[config.mk]
export PLATFORM = sky130hd
export DESIGN_NAME = prog_loader
export DESIGN_NICKNAME = d
export VERILOG_FILES = /design/src/rtl/prog_loader_pkg.sv /design/src/rtl/lane_assembler.sv /design/src/rtl/prog_loader.sv
export SDC_FILE = /design/constraint.sdc
export NUM_CORES = 1
export LEC_CHECK = 0
export BUFFER_PORTS_ARGS = -buffer_cell sky130_fd_sc_hd__buf_2
export CORE_ASPECT_RATIO = 1.75
export CORE_UTILIZATION = 30
export CTS_CLUSTER_DIAMETER = 30
export CTS_CLUSTER_SIZE = 20
export DETAILED_ROUTE_END_ITERATION = 10
export PLACE_DENSITY = 0.61
export REMOVE_ABC_BUFFERS = 1
export SKIP_LAST_GASP = 1
export SLEW_MARGIN = 5
export SYNTH_ARGS = -nofsm -noshare
export SYNTH_HDL_FRONTEND = slang
export SYNTH_HIERARCHICAL = 1
export SYNTH_SLANG_ARGS = --single-unit
[constraint.sdc]
create_clock -name i_clk -period 5.5 [get_ports i_clk]
set_input_delay 0.275 -clock i_clk [delete_from_list [all_inputs] [get_ports i_clk]]
set_output_delay 0.275 -clock i_clk [all_outputs]
set_load 0.005 [all_outputs]
[src/rtl/prog_loader_pkg.sv]
// Shared types and constants for the program-memory loader.
package prog_loader_pkg;

  localparam int unsigned LANES  = 6;
  localparam int unsigned BYTE_W = 8;
  localparam int unsigned WORD_W = LANES * BYTE_W;

  typedef enum logic [1:0] {
    IDLE,
    COLLECT,
    WRITE,
    FINISH
  } state_e;

endpackage

[src/rtl/lane_assembler.sv]
// Packs a byte stream into one instruction word, lane 0 in the least significant byte.
module lane_assembler #(
  parameter int unsigned LANES  = 6,
  parameter int unsigned BYTE_W = 8
) (
  input  logic                      i_clk,
  input  logic                      i_reset_n,
  input  logic                      i_clear,
  input  logic                      i_load,
  input  logic [BYTE_W-1:0]         i_byte,
  output logic [LANES*BYTE_W-1:0]   o_word,
  output logic                      o_last
);

  localparam int unsigned IDX_W = (LANES > 1) ? $clog2(LANES) : 1;

  logic [IDX_W-1:0]        r_idx;
  logic [LANES*BYTE_W-1:0] r_word;
  logic                    w_last;

  assign w_last = (r_idx == IDX_W'(LANES - 1));
  assign o_last = w_last;
  assign o_word = r_word;

  always_ff @(posedge i_clk or negedge i_reset_n) begin
    if (!i_reset_n) begin
      r_idx  <= '0;
      r_word <= '0;
    end else if (i_clear) begin
      r_idx  <= '0;
      r_word <= '0;
    end else if (i_load) begin
      for (int k = 0; k < LANES; k++) begin
        if (r_idx == IDX_W'(k)) begin
          r_word[k*BYTE_W +: BYTE_W] <= i_byte;
        end
      end
      // Wrap after the last lane so the next word starts at lane 0.
      r_idx <= w_last ? '0 : r_idx + 1'b1;
    end
  end

endmodule

[src/rtl/prog_loader.sv]
// Loads a byte stream into program memory as LANES-byte words with a running checksum.
module prog_loader #(
  parameter int unsigned ADDR_WIDTH = 16,
  parameter int unsigned LANES      = prog_loader_pkg::LANES
) (
  input  logic                    i_clk,
  input  logic                    i_reset_n,
  input  logic                    i_start,
  input  logic [ADDR_WIDTH-1:0]   i_base_addr,
  input  logic [ADDR_WIDTH-1:0]   i_word_count,
  input  logic                    i_abort,
  input  logic                    i_in_valid,
  input  logic [7:0]              i_in_data,
  output logic                    o_in_ready,
  output logic [ADDR_WIDTH-1:0]   o_mem_addr,
  output logic [8*LANES-1:0]      o_mem_data,
  output logic                    o_mem_we_n,
  output logic                    o_busy,
  output logic                    o_done,
  output logic [7:0]              o_checksum
);

  import prog_loader_pkg::*;

  state_e                  r_state;
  state_e                  w_state_d;
  logic [ADDR_WIDTH-1:0]   r_addr;
  logic [ADDR_WIDTH-1:0]   r_remain;
  logic [BYTE_W-1:0]       r_checksum;

  logic                    w_accept;
  logic                    w_clear;
  logic                    w_load_ctrs;
  logic                    w_write;
  logic                    w_last;
  logic [8*LANES-1:0]      w_word;

  lane_assembler #(
    .LANES  (LANES),
    .BYTE_W (BYTE_W)
  ) u_lane_assembler (
    .i_clk     (i_clk),
    .i_reset_n (i_reset_n),
    .i_clear   (w_clear),
    .i_load    (w_accept),
    .i_byte    (i_in_data),
    .o_word    (w_word),
    .o_last    (w_last)
  );

  always_ff @(posedge i_clk or negedge i_reset_n) begin
    if (!i_reset_n) begin
      r_state <= IDLE;
    end else begin
      r_state <= w_state_d;
    end
  end

  always_comb begin
    w_state_d   = r_state;
    w_accept    = 1'b0;
    w_clear     = 1'b0;
    w_load_ctrs = 1'b0;
    w_write     = 1'b0;
    case (r_state)
      IDLE: begin
        // Abort takes priority over a simultaneous start.
        if (i_start && !i_abort) begin
          w_clear     = 1'b1;
          w_load_ctrs = 1'b1;
          w_state_d   = (i_word_count == '0) ? FINISH : COLLECT;
        end
      end
      COLLECT: begin
        if (i_abort) begin
          w_clear   = 1'b1;
          w_state_d = IDLE;
        end else if (i_in_valid) begin
          w_accept = 1'b1;
          if (w_last) begin
            w_state_d = WRITE;
          end
        end
      end
      WRITE: begin
        if (i_abort) begin
          w_clear   = 1'b1;
          w_state_d = IDLE;
        end else begin
          w_write   = 1'b1;
          w_state_d = (r_remain == ADDR_WIDTH'(1)) ? FINISH : COLLECT;
        end
      end
      FINISH: begin
        w_state_d = IDLE;
      end
      default: begin
        w_state_d = IDLE;
      end
    endcase
  end

  always_ff @(posedge i_clk or negedge i_reset_n) begin
    if (!i_reset_n) begin
      r_addr   <= '0;
      r_remain <= '0;
    end else if (w_load_ctrs) begin
      r_addr   <= i_base_addr;
      r_remain <= i_word_count;
    end else if (w_write) begin
      r_addr   <= r_addr + 1'b1;
      r_remain <= r_remain - 1'b1;
    end
  end

  always_ff @(posedge i_clk or negedge i_reset_n) begin
    if (!i_reset_n) begin
      r_checksum <= '0;
    end else if (w_load_ctrs) begin
      r_checksum <= '0;
    end else if (w_accept) begin
      r_checksum <= r_checksum + i_in_data;
    end
  end

  assign o_in_ready = (r_state == COLLECT) && !i_abort;
  assign o_mem_we_n = !w_write;
  assign o_mem_addr = r_addr;
  assign o_mem_data = w_word;
  assign o_busy     = (r_state == COLLECT) || (r_state == WRITE);
  assign o_done     = (r_state == FINISH);
  assign o_checksum = r_checksum;

endmodule

==> results of run 1 <==
-- cells by family (layout without fill, tap and decap cells) --
kind of cell | Yosys count | count (layout)
flops | 93 | 93
xor+xnor | 29 | 29
buf+inv | 41 | 154
fa+ha+maj | 17 | 17
compound gates | 85 | 85
mux | 41 | 41
simple gates | 200 | 200
-- path summary, 6_finish.rpt --
| path | depth (start not counted) | startpoint | to |
|---|---|---|---|
| max in group asynchronous | 3 | i_reset_n | o_mem_addr[6]$_DFFE_PN0P_ |
| min in group asynchronous | 2 | i_reset_n | u_lane_assembler/o_word[4]$_DFFE_PN0P_ |
| setup reg to reg | 6 | r_state[1]$_DFFE_PN0P_ | u_lane_assembler/o_word[15]$_DFFE_PN0P_ |
| hold reg to reg | 2 | u_lane_assembler/o_word[6]$_DFFE_PN0P_ | u_lane_assembler/o_word[6]$_DFFE_PN0P_ |
| hold / removal | 3 | i_base_addr[5] | o_mem_addr[5]$_DFFE_PN0P_ |
| setup / recovery | 6 | r_state[1]$_DFFE_PN0P_ | u_lane_assembler/o_word[15]$_DFFE_PN0P_ |
-- registers in the layout (all words and copies together), names as in the netlist --
register,cells
r_remain,16
o_checksum,8
u_lane_assembler/r_idx,3
o_mem_addr,16
r_state,2
u_lane_assembler/o_word,48
-- layout make-up --
type,count,area [um^2]
Inverter,14,52.6
Timing Repair Buffer,124,636
Tap cell,224,280
Multi-Input combinational cell,372,2560
Sequential cell,93,2330
Clock inverter,7,73.8
Clock buffer,9,225
Fill cell,1739,10300
-- through the flow --
step | power [W] | setup WS, ns | instance area (um^2) | hold slack [ns]
6_report | 0.00261 | 2.36 | 6150 | 0.140
5_1_grt | 0.00282 | 2.08 | 6150 | 0.140
4_1_cts | 0.00265 | 2.33 | 6150 | 0.130
3_5_place_dp | 0.00201 | 2.35 | 5840 | 0.325
3_3_place_gp | 0.00196 | 2.52 | 5840 | 0.312
2_1_floorplan | 0.00163 | 2.20 | 4920 | -0.0206
-- per-layer routing --
| metal | GRT usage, % | vias to the layer above |
|---|---|---|
| li1 | - | 1972 |
| met1 | 18.1 | 1981 |
| met2 | 29.5 | 105 |
| met3 | 2.74 | 14 |
| met4 | 4.89 | 0 |
| met5 | 0 | - |
-- where the power goes --
| part | internal, W | total (W) | switching [W] |
|---|---|---|---|
| Combinational | 0.000435 | 0.000942 | 0.000507 |
| Clock | 0.000323 | 0.000622 | 0.000299 |
| Sequential | 0.000859 | 0.00105 | 0.000188 |
| Total | 0.00162 | 0.00261 | 0.000995 |
-- cells in the final DEF (no fill, tap or decap), types with 4 or more instances in the layout --
| cell | netlist | routed |
|---|---|---|
| nor2b_1 | 6 | 6 |
| nor4_1 | 8 | 8 |
| nand3_1 | 21 | 21 |
| mux2i_1 | 41 | 41 |
| a21bo_2 | 9 | 9 |
| a21oi_1 | 19 | 18 |
| nor2_1 | 22 | 21 |
| xnor2_1 | 17 | 17 |
| buf_2 | 8 | 119 |
| dfrtp_1 | 93 | 93 |
| ha_1 | 16 | 16 |
| buf_4 | 0 | 4 |
| xor2_1 | 12 | 12 |
| nand2_1 | 50 | 50 |
| nand4_1 | 5 | 5 |
| o21ai_0 | 32 | 32 |
| inv_1 | 13 | 13 |
| nand2b_1 | 49 | 49 |
| nor3_1 | 12 | 12 |
| clkbuf_16 | 0 | 9 |
-- worst register-to-register path, cell delays in order (launching register included) --
cell	delay [ns]
dfrtp_1	0.43
inv_1	0.13
ha_1	0.18
nand3b_1	0.37
inv_1	0.84
nand4bb_1	0.75
mux2i_1	0.36
==> results.json, run 1 <==
{
  "port_buffers": 120,
  "syn_area_um2": 5040,
  "startpoint_type": "flop",
  "syn_avg_cell_area_um2": 9.97,
  "yosysUniqueCellTypes": 60,
  "clkTransAtPathRegs_ns": 0.07,
  "die_area_um2": 17400,
  "cts_buffers": 9,
  "status": "finished clean",
  "top_layer_used": "met4",
  "cts_num_sinks": 93,
  "ys.warnings.count": 6,
  "postCtsSetupBuffers": 0,
  "hold_viol": 0,
  "antenna_cells": 0,
  "wl_met3_um": 502,
  "cts_hold_buf": 1,
  "instances_no_fill": 843,
  "finalCriticalPeriod_ns": 3.14,
  "powerDensity_nw_per_um2": 425,
  "synth_most_common_cell": "dfrtp_1",
  "cp-end-kind": "flop",
  "post-route-period-util_pct": 57.2,
  "ctsHtreeMaxLevel": 3,
  "coreArea_um2": 16400,
  "die_h_um": 174,
  "routed-wl-met2_um": 7280,
  "drive_above_1_share_pct": 25.7,
  "wl_met1_um": 5250,
  "boundaryPins": 121,
  "yosysSeqAreaShare_pct": 46.1,
  "synth_top_family_by_area": "simple AND/OR/NAND/NOR gates",
  "synth-xor-area-share_pct": 5.03,
  "crit_path_max_fanout": 32,
  "cp_cell_sequence": "inv_1 > ha_1 > nand3b_1 > inv_1 > nand4bb_1 > mux2i_1",
  "vias_per_cell": 4.83,
  "tightest_slew_ns": 1.21,
  "critPathSlowestCell": "inv_1",
  "ys_seq_elements": 93,
  "die_width_um": 100,
  "grt_pass1_vias": 4135,
  "synth_compound_area_share_pct": 10.8,
  "r2r_slack_ns": 2.36,
  "row_count": 62,
  "rsz0062_at_grt": "no",
  "setup_viol": 0,
  "syn2layout_area_growth_pct": 21.9,
  "drt-total-wl_um": 13300,
  "antenna_found_initial": 0,
  "synth_adder_area_share_pct": 4.37,
  "crit_buf_inv": 2,
  "overflow": 0,
  "cp_common_cell": "inv_1",
  "postRouteAntennaNets": 0,
  "clock.fmax_mhz": 318,
  "grt.total_usage_pct": 15.9,
  "fin_skew_ns": 0.0115,
  "crit_required_ns": 5.74,
  "gp_congestion": 0.790,
  "synthTopCellsByArea": "dfrtp_1 46%, mux2i_1 8.1%, nand2b_1 6.1%",
  "via_count": 4072,
  "timing.setup.tns_ns": 0,
  "arrival_ns": 3.39,
  "dp_cells": 826,
  "dp_hpwl_um": 9890,
  "worst_path_largest_cell_delay_ns": 0.84,
  "hp-class": "primary input to flop",
  "ir_drop_uv": 219,
  "synth_commonest_cells": "93 x dfrtp_1, 50 x nand2_1, 49 x nand2b_1, 41 x mux2i_1, 32 x o21ai_0",
  "synthArstFlopShare_pct": 100,
  "grt_max_degree": 61,
  "finish.net_count": 676,
  "crit_type": "flop to flop",
  "crit_family": "simple AND/OR/NAND/NOR gates",
  "postSynthCellCount": 506,
  "clock_latency_ns": 0.34,
  "synth_flop_cell": "dfrtp_1",
  "clockBufferDepth": 2,
  "start_util_pct": 30.7,
  "root_buffer": "clkbuf_16",
  "drc": 0,
  "synthMuxAreaShare_pct": 8.13,
  "wl_per_cell_um": 15.7,
  "yosys.area_share.simple_pct": 22.0,
  "postCtsResizedCells": 0,
  "relSlewSlack_pct": 18.9,
  "grt_pass1_wl_um": 21500,
  "drt_iter0_drc": 138,
  "cts_tree": "yes",
  "yosysTopAreaCell": "dfrtp_1",
  "p_leak_nw": 3.02,
  "final_core_util_pct": 37.4,
  "synth_enable_flop_cells": 0,
  "drtPass1Iterations": 5,
  "slew_viol_final": 0,
  "synthDominantCellAreaShare_pct": 46.1,
  "drv_cap": 0
}
No activity file was read; power rests on OpenSTA's default activity.
==> inputs of run 2 (changes only) <==
--- a/config.mk
+++ b/config.mk
@@ -5,13 +5,14 @@
 export SDC_FILE = /design/constraint.sdc
 export NUM_CORES = 1
 export LEC_CHECK = 0
+export ABC_AREA = 1
 export BUFFER_PORTS_ARGS = -buffer_cell sky130_fd_sc_hd__buf_2
 export CORE_ASPECT_RATIO = 1.75
 export CORE_UTILIZATION = 30
 export CTS_CLUSTER_DIAMETER = 30
 export CTS_CLUSTER_SIZE = 20
 export DETAILED_ROUTE_END_ITERATION = 10
-export PLACE_DENSITY = 0.61
+export PLACE_DENSITY = 0.6
 export REMOVE_ABC_BUFFERS = 1
 export SKIP_LAST_GASP = 1
 export SLEW_MARGIN = 5
==> constraint.sdc (replaced) <==
create_clock -name i_clk -period 3.1 [get_ports i_clk]
set_input_delay 0.155 -clock i_clk [delete_from_list [all_inputs] [get_ports i_clk]]
set_output_delay 0.155 -clock i_clk [all_outputs]
set_load 0.005 [all_outputs]
==> run 2 against run 1 <==
Register-to-register slack worse by 1.6 ns. First-iteration DRC count fell by 5.8%. Worst setup slack got worse by 1.6 ns. Clock skew fell by 0.0033 ns. Clock power grew 95%. Critical endpoint is now u_lane_assembler/o_word[40]$_DFFE_PN0P_.
==> results.json, run 2 <==
{
  "drv_cap": 0,
  "timing.setup.tns_ns": 0,
  "clockBufferDepth": 2,
  "vias_per_cell": 4.60,
  "synthArstFlopShare_pct": 100,
  "postCtsSetupBuffers": 0,
  "drt-total-wl_um": 14800,
  "place_ws_ns": 0.755,
  "status": "finished clean",
  "syn2layout_area_growth_pct": 21.0,
  "synth_commonest_cells": "198 x nand2_1, 93 x dfrtp_1, 87 x nand3_1, 77 x inv_1, 36 x nor2_1",
  "crit_path_max_fanout": 40,
  "hp-class": "primary input to flop",
  "via_count": 4746,
  "setup_ws_ns": 0.749,
  "nFillCells": 1914,
  "slew_viol_final": 0,
  "postCtsResizedCells": 0,
  "grt.total_usage_pct": 16.9,
  "clockPowerShare_pct": 20.9,
  "clkTransAtPathRegs_ns": 0.07,
  "yosysSeqAreaShare_pct": 43.7,
  "die_h_um": 178,
  "powerDensity_nw_per_um2": 904,
  "cts_hold_buf": 1,
  "final_cell_mix": "198 x nand2_1, 119 x buf_2, 93 x dfrtp_1",
  "drc": 0,
  "clock_latency_ns": 0.34,
  "cts_num_sinks": 93,
  "row_count": 64,
  "syn_avg_cell_area_um2": 7.88,
  "setup_viol": 0,
  "gp_congestion": 0.818,
  "holdWs_ns": 0.0265,
  "power.total_w": 0.00582,
  "power.share.switching_pct": 43.0,
  "ys_seq_elements": 93,
  "tightest_slew_ns": 0.749,
  "post-route-period-util_pct": 75.8,
  "finish.net_count": 858,
  "arrival_ns": 2.63,
  "largest_reg_flops": 48,
  "grt_pass1_wl_um": 23600,
  "port_buffers": 120,
  "grt_pass1_vias": 4643,
  "pwr-share-seq_pct": 35.6,
  "die_width_um": 103,
  "hold_viol": 0,
  "coreArea_um2": 17500,
  "finalCriticalPeriod_ns": 2.35,
  "antenna_cells": 0,
  "grt_max_degree": 54,
  "relSlewSlack_pct": 50.0,
  "cp-end-kind": "flop",
  "wl_per_cell_um": 14.4,
  "synth_flop_cell": "dfrtp_1",
  "ctsHtreeMaxLevel": 3,
  "rsz0062_at_grt": "no",
  "overflow": 0,
  "postSynthCellCount": 676,
  "synthDominantCellAreaShare_pct": 43.7,
  "postRouteAntennaNets": 0,
  "yosysTopAreaCell": "dfrtp_1",
  "crit_type": "flop to flop",
  "crit_required_ns": 3.37,
  "dp_hpwl_um": 11500,
  "p_leak_nw": 3.49,
  "yosysUniqueCellTypes": 36,
  "start_util_pct": 30.5,
  "startpoint_type": "flop",
  "synth_most_common_cell": "nand2_1",
  "power_switching_w": 0.00250,
  "r2r_slack_ns": 0.75,
  "power_frac_comb_pct": 43.5,
  "ys.warnings.count": 6,
  "root_buffer": "clkbuf_16",
  "antenna_found_initial": 0,
  "cts_tree": "yes",
  "synthTopCellsByArea": "dfrtp_1 44%, nand2_1 14%, nand3_1 8.2%",
  "cts_buffers": 9,
  "boundaryPins": 121,
  "drtPass1Iterations": 4,
  "layout_commonest_cell": "nand2_1",
  "fin_skew_ns": 0.00811,
  "syn_area_um2": 5320,
  "synth_enable_flop_cells": 0,
  "p_int_w": 0.00332,
  "die_area_um2": 18300,
  "ir_drop_uv": 271,
  "final_core_util_pct": 36.9,
  "drive_above_1_share_pct": 23.9,
  "clock.fmax_mhz": 425,
  "drt_iter0_drc": 130
}
[run 2: kinds of logic (layout without fill, tap and decap cells)]
| family | Yosys count | after routing | synth area share (%) |
|---|---|---|---|
| AND/OR/NAND/NOR | 373 | 373 | 32.5 |
| buffers and inverters | 102 | 226 | 8.70 |
| flip-flops | 93 | 93 | 43.7 |
| AO/OA/AOI/OAI | 78 | 78 | 8.84 |
| adder cells (fa/ha/maj) | 17 | 17 | 4.14 |
| XOR/XNOR | 13 | 13 | 2.14 |
[run 2: cell type report]
class | count | area, um^2 | share of cell area, %
clock buffers | 10 | 239 | 3.71
multi-input cells | 481 | 2530 | 39.3
well taps | 231 | 289 | 4.49
repair buffers | 124 | 636 | 9.86
clock inverters | 5 | 85.1 | 1.32
inverters | 87 | 334 | 5.18
flip-flops and latches | 93 | 2330 | 36.1
[run 2: per-layer routing]
layer	vias to the layer above	track usage (%)	routed length, um
met5	-	0	0
met4	0	5.48	277
met3	18	2.39	445
met2	110	32.2	8340
met1	2186	18.8	5780
li1	2432	-	-
[run 2: power groups by stage]
stage / Clock, W / Combinational [W] / Sequential, W
5_1_grt: 0.00129 / 0.00292 / 0.00214
3_5_place_dp: 0 / 0.00256 / 0.00210
4_1_cts: 0.00125 / 0.00257 / 0.00208
3_3_place_gp: 0 / 0.00252 / 0.00211
2_1_floorplan: 0 / 0.00168 / 0.00202
6_report: 0.00121 / 0.00254 / 0.00207
[run 2: stage by stage]
step | instance area, um^2 | instances
after floorplan | 5190 | 661
after global placement | 6110 | 1015
after detailed placement | 6110 | 1015
after CTS | 6440 | 1031
after global routing | 6440 | 1031
final | 6440 | 1031
[run 2: worst max-delay path, cell delays in order (launching register included)]
cell and delay [ns]:
dfrtp_1 0.37, inv_1 0.10, ha_1 0.25, nand3_4 0.24, a21oi_1 0.15, inv_2 0.50
nand2_1 0.29, inv_1 0.21, nand3_1 0.09, nand2_1 0.07
[run 2: worst paths after layout]
path	start	endpoint	cells after the start
setup / recovery	r_state[0]$_DFFE_PN0P_	u_lane_assembler/o_word[40]$_DFFE_PN0P_	9
hold / removal	i_base_addr[8]	o_mem_addr[8]$_DFFE_PN0P_	3
setup reg to reg	r_state[0]$_DFFE_PN0P_	u_lane_assembler/o_word[40]$_DFFE_PN0P_	9
hold reg to reg	u_lane_assembler/o_word[46]$_DFFE_PN0P_	u_lane_assembler/o_word[46]$_DFFE_PN0P_	2
max in group asynchronous	i_reset_n	u_lane_assembler/o_word[14]$_DFFE_PN0P_	3
min in group asynchronous	i_reset_n	o_checksum[6]$_DFFE_PN0P_	2
